### src/rtl/vpu_writeback_unit.sv
// rtl/vpu_writeback_unit.sv - VPU response buffer and element-serial VRF writeback
// Buffers VPU responses, writes them to the VRF one element per cycle, then retires them in order.
package vpu_pkg;
   localparam int MAX_VECTOR_LENGTH = 4;
   localparam int RD_ADDR_W         = 5;

   typedef logic [31:0] word_t;

   typedef struct packed {
      logic                                valid;
      logic [RD_ADDR_W-1:0]                rd_addr;
      logic                                error;
      word_t [MAX_VECTOR_LENGTH-1:0]       result_vector;
   } vpu_rsp_t;
endpackage

module vpu_writeback_unit
   import vpu_pkg::*;
#(
   parameter int FIFO_DEPTH = 2,
   parameter int NUM_ELEMS  = MAX_VECTOR_LENGTH,
   localparam int ELEM_W    = (NUM_ELEMS > 1) ? $clog2(NUM_ELEMS) : 1
) (
   input  logic                 clk_i,
   input  logic                 rst_ni,
   input  vpu_rsp_t             vpu_rsp_i,
   output logic                 vpu_rsp_ready_o,
   input  logic                 flush_i,
   output logic                 vrf_we_o,
   output logic [RD_ADDR_W-1:0] vrf_waddr_o,
   output logic [ELEM_W-1:0]    vrf_elem_idx_o,
   output word_t                vrf_wdata_o,
   input  logic                 vrf_wready_i,
   output logic                 wb_done_o,
   output logic [RD_ADDR_W-1:0] wb_rd_addr_o,
   output logic                 wb_error_o,
   output logic                 overflow_o
);

   localparam int PTR_W = $clog2(FIFO_DEPTH);
   localparam int CNT_W = PTR_W + 1;

   // The valid bit is implied by occupancy, so only the payload is buffered.
   typedef struct packed {
      logic [RD_ADDR_W-1:0]          rd_addr;
      logic                          error;
      word_t [MAX_VECTOR_LENGTH-1:0] result_vector;
   } entry_t;

   typedef enum logic [1:0] {
      IDLE  = 2'd0,
      WRITE = 2'd1,
      DONE  = 2'd2
   } state_e;

   entry_t            mem_q [FIFO_DEPTH];
   logic [PTR_W-1:0]  wr_ptr_q;
   logic [PTR_W-1:0]  rd_ptr_q;
   logic [CNT_W-1:0]  count_q;
   entry_t            head;
   entry_t            work_q;
   logic [ELEM_W-1:0] cnt_q;
   state_e            state_q;
   state_e            state_d;
   logic              fifo_empty;
   logic              push;
   logic              pop;
   logic              last_elem;
   logic              overflow_q;

   assign vpu_rsp_ready_o = (count_q < CNT_W'(FIFO_DEPTH));
   assign fifo_empty      = (count_q == '0);
   assign head            = mem_q[rd_ptr_q];
   assign push            = vpu_rsp_i.valid && vpu_rsp_ready_o && !flush_i;
   assign pop             = (state_q == IDLE) && !fifo_empty && !flush_i;
   assign last_elem       = (cnt_q == ELEM_W'(NUM_ELEMS - 1));
   assign overflow_o      = overflow_q;

   always_ff @(posedge clk_i) begin
      if (push) begin
         mem_q[wr_ptr_q] <= '{rd_addr:       vpu_rsp_i.rd_addr,
                              error:         vpu_rsp_i.error,
                              result_vector: vpu_rsp_i.result_vector};
      end
   end

   always_ff @(posedge clk_i or negedge rst_ni) begin
      if (!rst_ni) begin
         wr_ptr_q   <= '0;
         rd_ptr_q   <= '0;
         count_q    <= '0;
         overflow_q <= 1'b0;
      end else if (flush_i) begin
         wr_ptr_q   <= '0;
         rd_ptr_q   <= '0;
         count_q    <= '0;
         overflow_q <= 1'b0;
      end else begin
         if (push) begin
            wr_ptr_q <= wr_ptr_q + PTR_W'(1);
         end
         if (pop) begin
            rd_ptr_q <= rd_ptr_q + PTR_W'(1);
         end
         if (push && !pop) begin
            count_q <= count_q + CNT_W'(1);
         end else if (pop && !push) begin
            count_q <= count_q - CNT_W'(1);
         end
         if (vpu_rsp_i.valid && !vpu_rsp_ready_o) begin
            overflow_q <= 1'b1;
         end
      end
   end

   always_ff @(posedge clk_i or negedge rst_ni) begin
      if (!rst_ni) begin
         work_q <= '0;
         cnt_q  <= '0;
      end else if (flush_i) begin
         cnt_q  <= '0;
      end else if (pop) begin
         work_q <= head;
         cnt_q  <= '0;
      end else if ((state_q == WRITE) && vrf_wready_i && !last_elem) begin
         cnt_q  <= cnt_q + ELEM_W'(1);
      end
   end

   always_ff @(posedge clk_i or negedge rst_ni) begin
      if (!rst_ni) begin
         state_q <= IDLE;
      end else begin
         state_q <= state_d;
      end
   end

   always_comb begin
      state_d = state_q;
      if (flush_i) begin
         state_d = IDLE;
      end else begin
         case (state_q)
            IDLE: begin
               // Erroring responses skip the VRF and retire immediately.
               if (!fifo_empty) begin
                  state_d = head.error ? DONE : WRITE;
               end
            end
            WRITE: begin
               if (vrf_wready_i && last_elem) begin
                  state_d = DONE;
               end
            end
            DONE:    state_d = IDLE;
            default: state_d = IDLE;
         endcase
      end
   end

   always_comb begin
      vrf_we_o       = 1'b0;
      vrf_waddr_o    = '0;
      vrf_elem_idx_o = '0;
      vrf_wdata_o    = '0;
      wb_done_o      = 1'b0;
      wb_rd_addr_o   = '0;
      wb_error_o     = 1'b0;
      case (state_q)
         WRITE: begin
            vrf_we_o       = 1'b1;
            vrf_waddr_o    = work_q.rd_addr;
            vrf_elem_idx_o = cnt_q;
            vrf_wdata_o    = work_q.result_vector[cnt_q];
         end
         DONE: begin
            wb_done_o      = 1'b1;
            wb_rd_addr_o   = work_q.rd_addr;
            wb_error_o     = work_q.error;
         end
         default: begin
         end
      endcase
   end

endmodule

### config.mk
export PLATFORM = sky130hd
export DESIGN_NAME = vpu_writeback_unit
export DESIGN_NICKNAME = d
export VERILOG_FILES = /design/src/rtl/vpu_writeback_unit.sv
export SDC_FILE = /design/constraint.sdc
export NUM_CORES = 1
export LEC_CHECK = 0
export CORE_MARGIN = 5
export CORE_UTILIZATION = 50
export DETAILED_ROUTE_END_ITERATION = 10
export GPL_TIMING_DRIVEN = 0
export PLACE_DENSITY_LB_ADDON = 0.1
export REMOVE_ABC_BUFFERS = 1
export SLEW_MARGIN = 20
export SYNTH_ARGS = -nofsm -noshare
export SYNTH_HDL_FRONTEND = slang
export SYNTH_SLANG_ARGS = --single-unit
### constraint.sdc
create_clock -name clk_i -period 18 [get_ports clk_i]
set_input_delay 2.7 -clock clk_i [delete_from_list [all_inputs] [get_ports clk_i]]
set_output_delay 2.7 -clock clk_i [all_outputs]
set_load 0.01 [all_outputs]
Yosys cells after proc, flatten, opt, wreduce, memory -nomap -nowiden
Memories as Yosys holds them, arrays and structs flattened.
Index checks and enable logic that the tools add are counted.
{"block": "word_totals", "in_bits": 139, "reg_bits": 143, "memories": 1, "mem_bits_rw": 268, "wordCells": 79, "out_inout_bits": 49}
{"name": "mem_q", "words": 2, "width": 134, "read_ports": 1, "rd_ports_with_merged_regs": 0, "write_ports": 1, "line": "56", "text": "entry_t mem_q [FIFO_DEPTH];"}
{"block": "classes", "n_bitwise": 1, "eq_ne": 5, "reduce_logical": 25, "add_sub_neg": 5, "mux": 28, "order_cmp": 2}
{"operator": "$bmux 32 s2", "n": 1}
{"operator": "$mux 32", "n": 2}
{"operator": "$mux 2", "n": 11}
{"operator": "$mux 1", "n": 11}
{"operator": "$logic_and 1x1->1", "n": 10}
{"operator": "$mux 5", "n": 2}
{"operator": "$logic_not 1->1", "n": 6}
{"operator": "$reduce_bool 2->1", "n": 3}
{"operator": "$reduce_bool 3->1", "n": 2}
{"operator": "$add 2x1->2 const B", "n": 2}
{"operator": "$eq 2x2->1 const B", "n": 2}
{"operator": "$logic_not 2->1", "n": 2}
{"operator": "$pmux 2 s2", "n": 1}
{"operator": "$reduce_and 2->1", "n": 2}
{"operator": "$lt 2x3->1 const B", "n": 1}
{"operator": "$ne 3x2->1 const B", "n": 1}
{"operator": "$ne 3x3->1 const B", "n": 1}
{"operator": "$add 1x1->1 const B", "n": 2}
{"operator": "$eq 2x1->1 const B", "n": 1}
{"operator": "$lt 2x2->1 const B", "n": 1}
{"operator": "$sub 2x1->2 const B", "n": 1}
{"operator": "$not 1->1", "n": 1}

Logic depth before layout (Yosys ltp)
{"block": "depth", "depth_word": 8, "mapped_depth": 8, "mapped_depth_nobuf": 4}

Worst setup path before layout
Ideal clock, no wire load.
{"block": "synth_timing", "path_kind": "input -> register", "startpoint": "input vpu_rsp_i[134] (netlist name)", "endpoint": "memory mem_q[1][0] (netlist name), enable pin", "t_arrival_ns": 12.581, "setup_time_ns": 0.819, "path_buffers": 0, "setup_slack_ns": 4.601, "required_ns": 17.181, "stages": 2, "cell_sequence": "nand2b_1 nor3b_1"}
{"block": "synth_between", "elab_chain_cells": 4}
{"element": "start: declaration", "line": "26", "text": "input vpu_rsp_t vpu_rsp_i,"}
{"element": "$logic_and 1x1->1 (2 in a row)", "line": "74", "text": "assign push = vpu_rsp_i.valid && vpu_rsp_ready_o && !flush_i;"}
{"element": "$mux 1", "line": "80", "text": "if (push) begin"}
{"element": "$mux 1 (not written as such)", "line": "81", "text": "mem_q[wr_ptr_q] <= '{rd_addr: vpu_rsp_i.rd_addr,"}
{"element": "end: declaration", "line": "56"}
No other way between the ends.

Worst setup path after layout
{"block": "layout_timing", "startpoint": "register state_q[0]", "endpoint": "output vrf_wdata_o[29]"}
{"block": "layout_between", "elab_chain_cells": 2}
{"element": "start: declaration", "line": "63", "text": "state_e state_q;"}
{"element": "start signal: assignment", "line": "134", "text": "state_q <= state_d;"}
{"element": "$eq 2x1->1", "line": "169", "text": "case (state_q)"}
{"element": "$mux 32", "line": "169"}
{"element": "end: declaration", "line": "32", "text": "output word_t vrf_wdata_o,"}
No other way between the ends.

==> run_results.csv <==
group,metric,value,unit
worst_setup_path,startpoint_type,"flip-flop",
cts,post_cts_buffers,0,
synth,async_flop_share,34.8,%
global_route,antenna_found_initial,3,
routing,vias,8820,
timing,fin_crit_sh,30.1,%
synth,synthAdderAreaFrac,0.0771,%
routing,via_per_inst,5.38,
floorplan,die_h,190,um
routing,dr.first_iter.drc_count,383,
worst_setup_path,critPathTopFamily,"buffers and inverters",
synth,synth_top_family_by_area,"multiplexers",
timing,max_freq,0.184,GHz
power,power.switching,0.537,mW
placed_design,dp_hpwl,21500,um
synth,muxShareOfSynthArea,17.5,%
floorplan,core,32300,um^2
synth,yosysSeqAreaShare,71.6,%
power,ir_worst_vdd,0.0000822,V
worst_setup_path,end_kind,"output port",
timing,slew_viol_final,0,
synth,ys_types,34,
cts,cts_root_buffer,"clkbuf_16",
worst_setup_path,worst_path_max_delay_cell,"clkdlybuf4s50_1",
synth,syn_area,16200,um^2
finish,final_common_cell,"edfxtp_1",
power,intPower,1.83,mW
power,comb_power_share,13.5,%
routing,wl_per_cell,20.8,um
min_path,hold_path_class,"flip-flop to flip-flop",
global_route,gr-total-overflow,0,
finish,final_cell_mix,"edfxtp_1 (268), clkdlybuf4s50_1 (186), a21oi_1 (175)",
timing,grt_setup_unrepaired,"false",
routing,drcViolationCount,0,
worst_setup_path,crit_type,"flip-flop to output port",
worst_setup_path,slowest_delay,560,ps
global_route,grt_max_degree,82,
routing,routed_wl,34100,um
power,pwr-share-clk,36.1,%
floorplan,io_pins,188,
routing,route.met2.wl,16600,um
cts,cts_tree,"yes",
synth,synth_area_leaders,"edfxtp_1 (50%), dfrtp_1 (22%), a21oi_1 (5.4%), mux2i_1 (5.4%), mux4_2 (4.4%)",
routing,wl_met1,15100,um
synth,synth_flop_cell,"edfxtp_1",
finish,drive_above_1_share,20.6,%
placed_design,dp.cells,1561,
worst_setup_path,crit_required,15300,ps
timing,tightestPinTransition,762,ps
global_route,grtUsageTotal,18.8,%
cts,worstSkewPairLatency,520,ps
synth,synth_seq_cells,411,
finish,syn_to_final_growth,25.5,%
cts,htree_num_levels,2,
synth,syn_inst,945,
finish,design_area,20400,um^2
synth,yosys.area_share.simple,2.40,%
cts,clockBufferDepth,3,
finish,utilization,63.1,%
placed_design,place_area,19000,um^2
timing,skew,12.4,ps
global_route,grt_pass1_wl,53300,um
synth,avgSynthCellArea,17.2,um^2
power,power_frac_seq,50.4,%
synth,synth_compound_area_share,5.76,%
cts,cts.sink_count,411,
timing,period_minus_slack,5430,ps
cts,numCtsBuffers,43,
floorplan,fp-row-count,66,
placed_design,portBuffers,187,
global_route,grt_pass1_vias,9563,
cts,path_clk_slew,60,ps
worst_setup_path,cp_cell_sequence,"nor2b_4, buf_16, buf_16, and2_1, clkdlybuf4s50_1",
job,maxCapViolations,0,
worst_setup_path,cp_max_fo,16,
routing,maxUsedRoutingLayer,"met5",
routing,met3_length,1680,um
finish,finalNonFillerCells,1639,
worst_setup_path,worstPathBufferInverterCount,3,
synth,synth_edf_count,268,
worst_setup_path,arrival,2730,ps
timing,fin_hold_ws,492,ps
outcome,status,"completed",
timing,relSlewSlack,49.2,%
floorplan,start_util,50.3,%
routing,first_pass_iters,4,
placed_design,place_congestion,0.720,
synth,yosysTopAreaCell,"edfxtp_1",
cts,postCtsHoldBufs,0,
power,power_leakage,7.24,nW
cts,post_cts_resized,0,
worst_setup_path,cp_common_cell,"buf_16",
finish,nets,1304,
floorplan,die-area,36200,um^2
synth,ys_warn_count,0,
timing,setup_violations,0,
power,swShare,22.7,%
routing,antenna_left,0,
power,power_density,116,nW/um^2
timing,final_hold_viol_count,0,
floorplan,fp.dieW,190,um
synth,netlist.area_leader.share,49.6,%
synth,yosys.area_share.xor_xnor,0.162,%
==> flip-flops by register name, indices dropped and copies added (netlist names) <==
register    cells
cnt_q           2
count_q         2
mem_q         268
overflow_o      1
rd_ptr_q        1
state_q         2
work_q        134
wr_ptr_q        1
==> area by class of cell <==
cell class / count / area (um^2)
diodes: 1 / 2.50
clock buffers: 65 / 1260
clock inverters: 12 / 103
fillers: 2339 / 11900
inverters: 3 / 11.3
multi-input cells: 466 / 4240
flip-flops and latches: 411 / 11600
well taps: 442 / 553
repair buffers: 239 / 2580
==> worst min-delay path: cells and delay by family, from the launching register on <==
kind / cells / cell delay, ps
AND/OR/NAND/NOR: 1 / 70
flip-flops: 1 / 340
AO/OA/AOI/OAI: 1 / 40
==> power by group through the flow <==
stage                     Sequential, mW  Combinational (mW)  Clock (mW)
final                               1.19               0.319       0.855
after global placement              1.23               0.299           0
after floorplan                     1.20               0.206           0
after detailed placement            1.21               0.322           0
after CTS                           1.19               0.325       0.875
after global routing                1.20               0.349       0.913
==> logic make-up (layout without fill, tap and decap cells) <==
kind of cell,count (synthesis),after routing
fa+ha+maj,1,1
simple gates,64,64
buf+inv,68,319
mux,215,215
other cells,0,1
xor+xnor,3,3
compound gates,183,183
flops,411,411
==> metrics by stage <==
stage	worst slack (ps)	power [mW]	TNS, ps
global placement	-2970	1.53	-628680
CTS	12540	2.39	0
global route	12480	2.47	0
floorplan	4600	1.41	0
detailed placement	12170	1.53	0
finish	12570	2.37	0
==> per-layer routing <==
metal | track usage, % | vias up
met4 | 4.64 | 4
met1 | 25.8 | 4518
met5 | 0 | -
met2 | 31.1 | 198
li1 | - | 4034
met3 | 3.94 | 66
==> synthesized netlist by cell type (7+ instances only) <==
master,count
edfxtp_1,268
a21oi_1,175
dfrtp_1,143
mux2i_1,87
mux2_2,50
mux2_4,46
and2_1,45
mux4_2,32
clkbuf_1,25
buf_2,21
buf_6,15
nor2_1,7
==> worst paths after layout <==
path                                  from              end  cells past startpoint  slack, ps
worst max register to register  state_q[0]       work_q[41]                      6      14950
max in group asynchronous           rst_ni       work_q[81]                      2      15070
worst min register to register  overflow_o       overflow_o                      2        490
worst min-delay path            overflow_o       overflow_o                      2        490
worst max-delay path            state_q[0]  vrf_wdata_o[29]                      5      12570
min in group asynchronous           rst_ni       work_q[41]                      1       2120
Power figures use the tool's default switching activity.
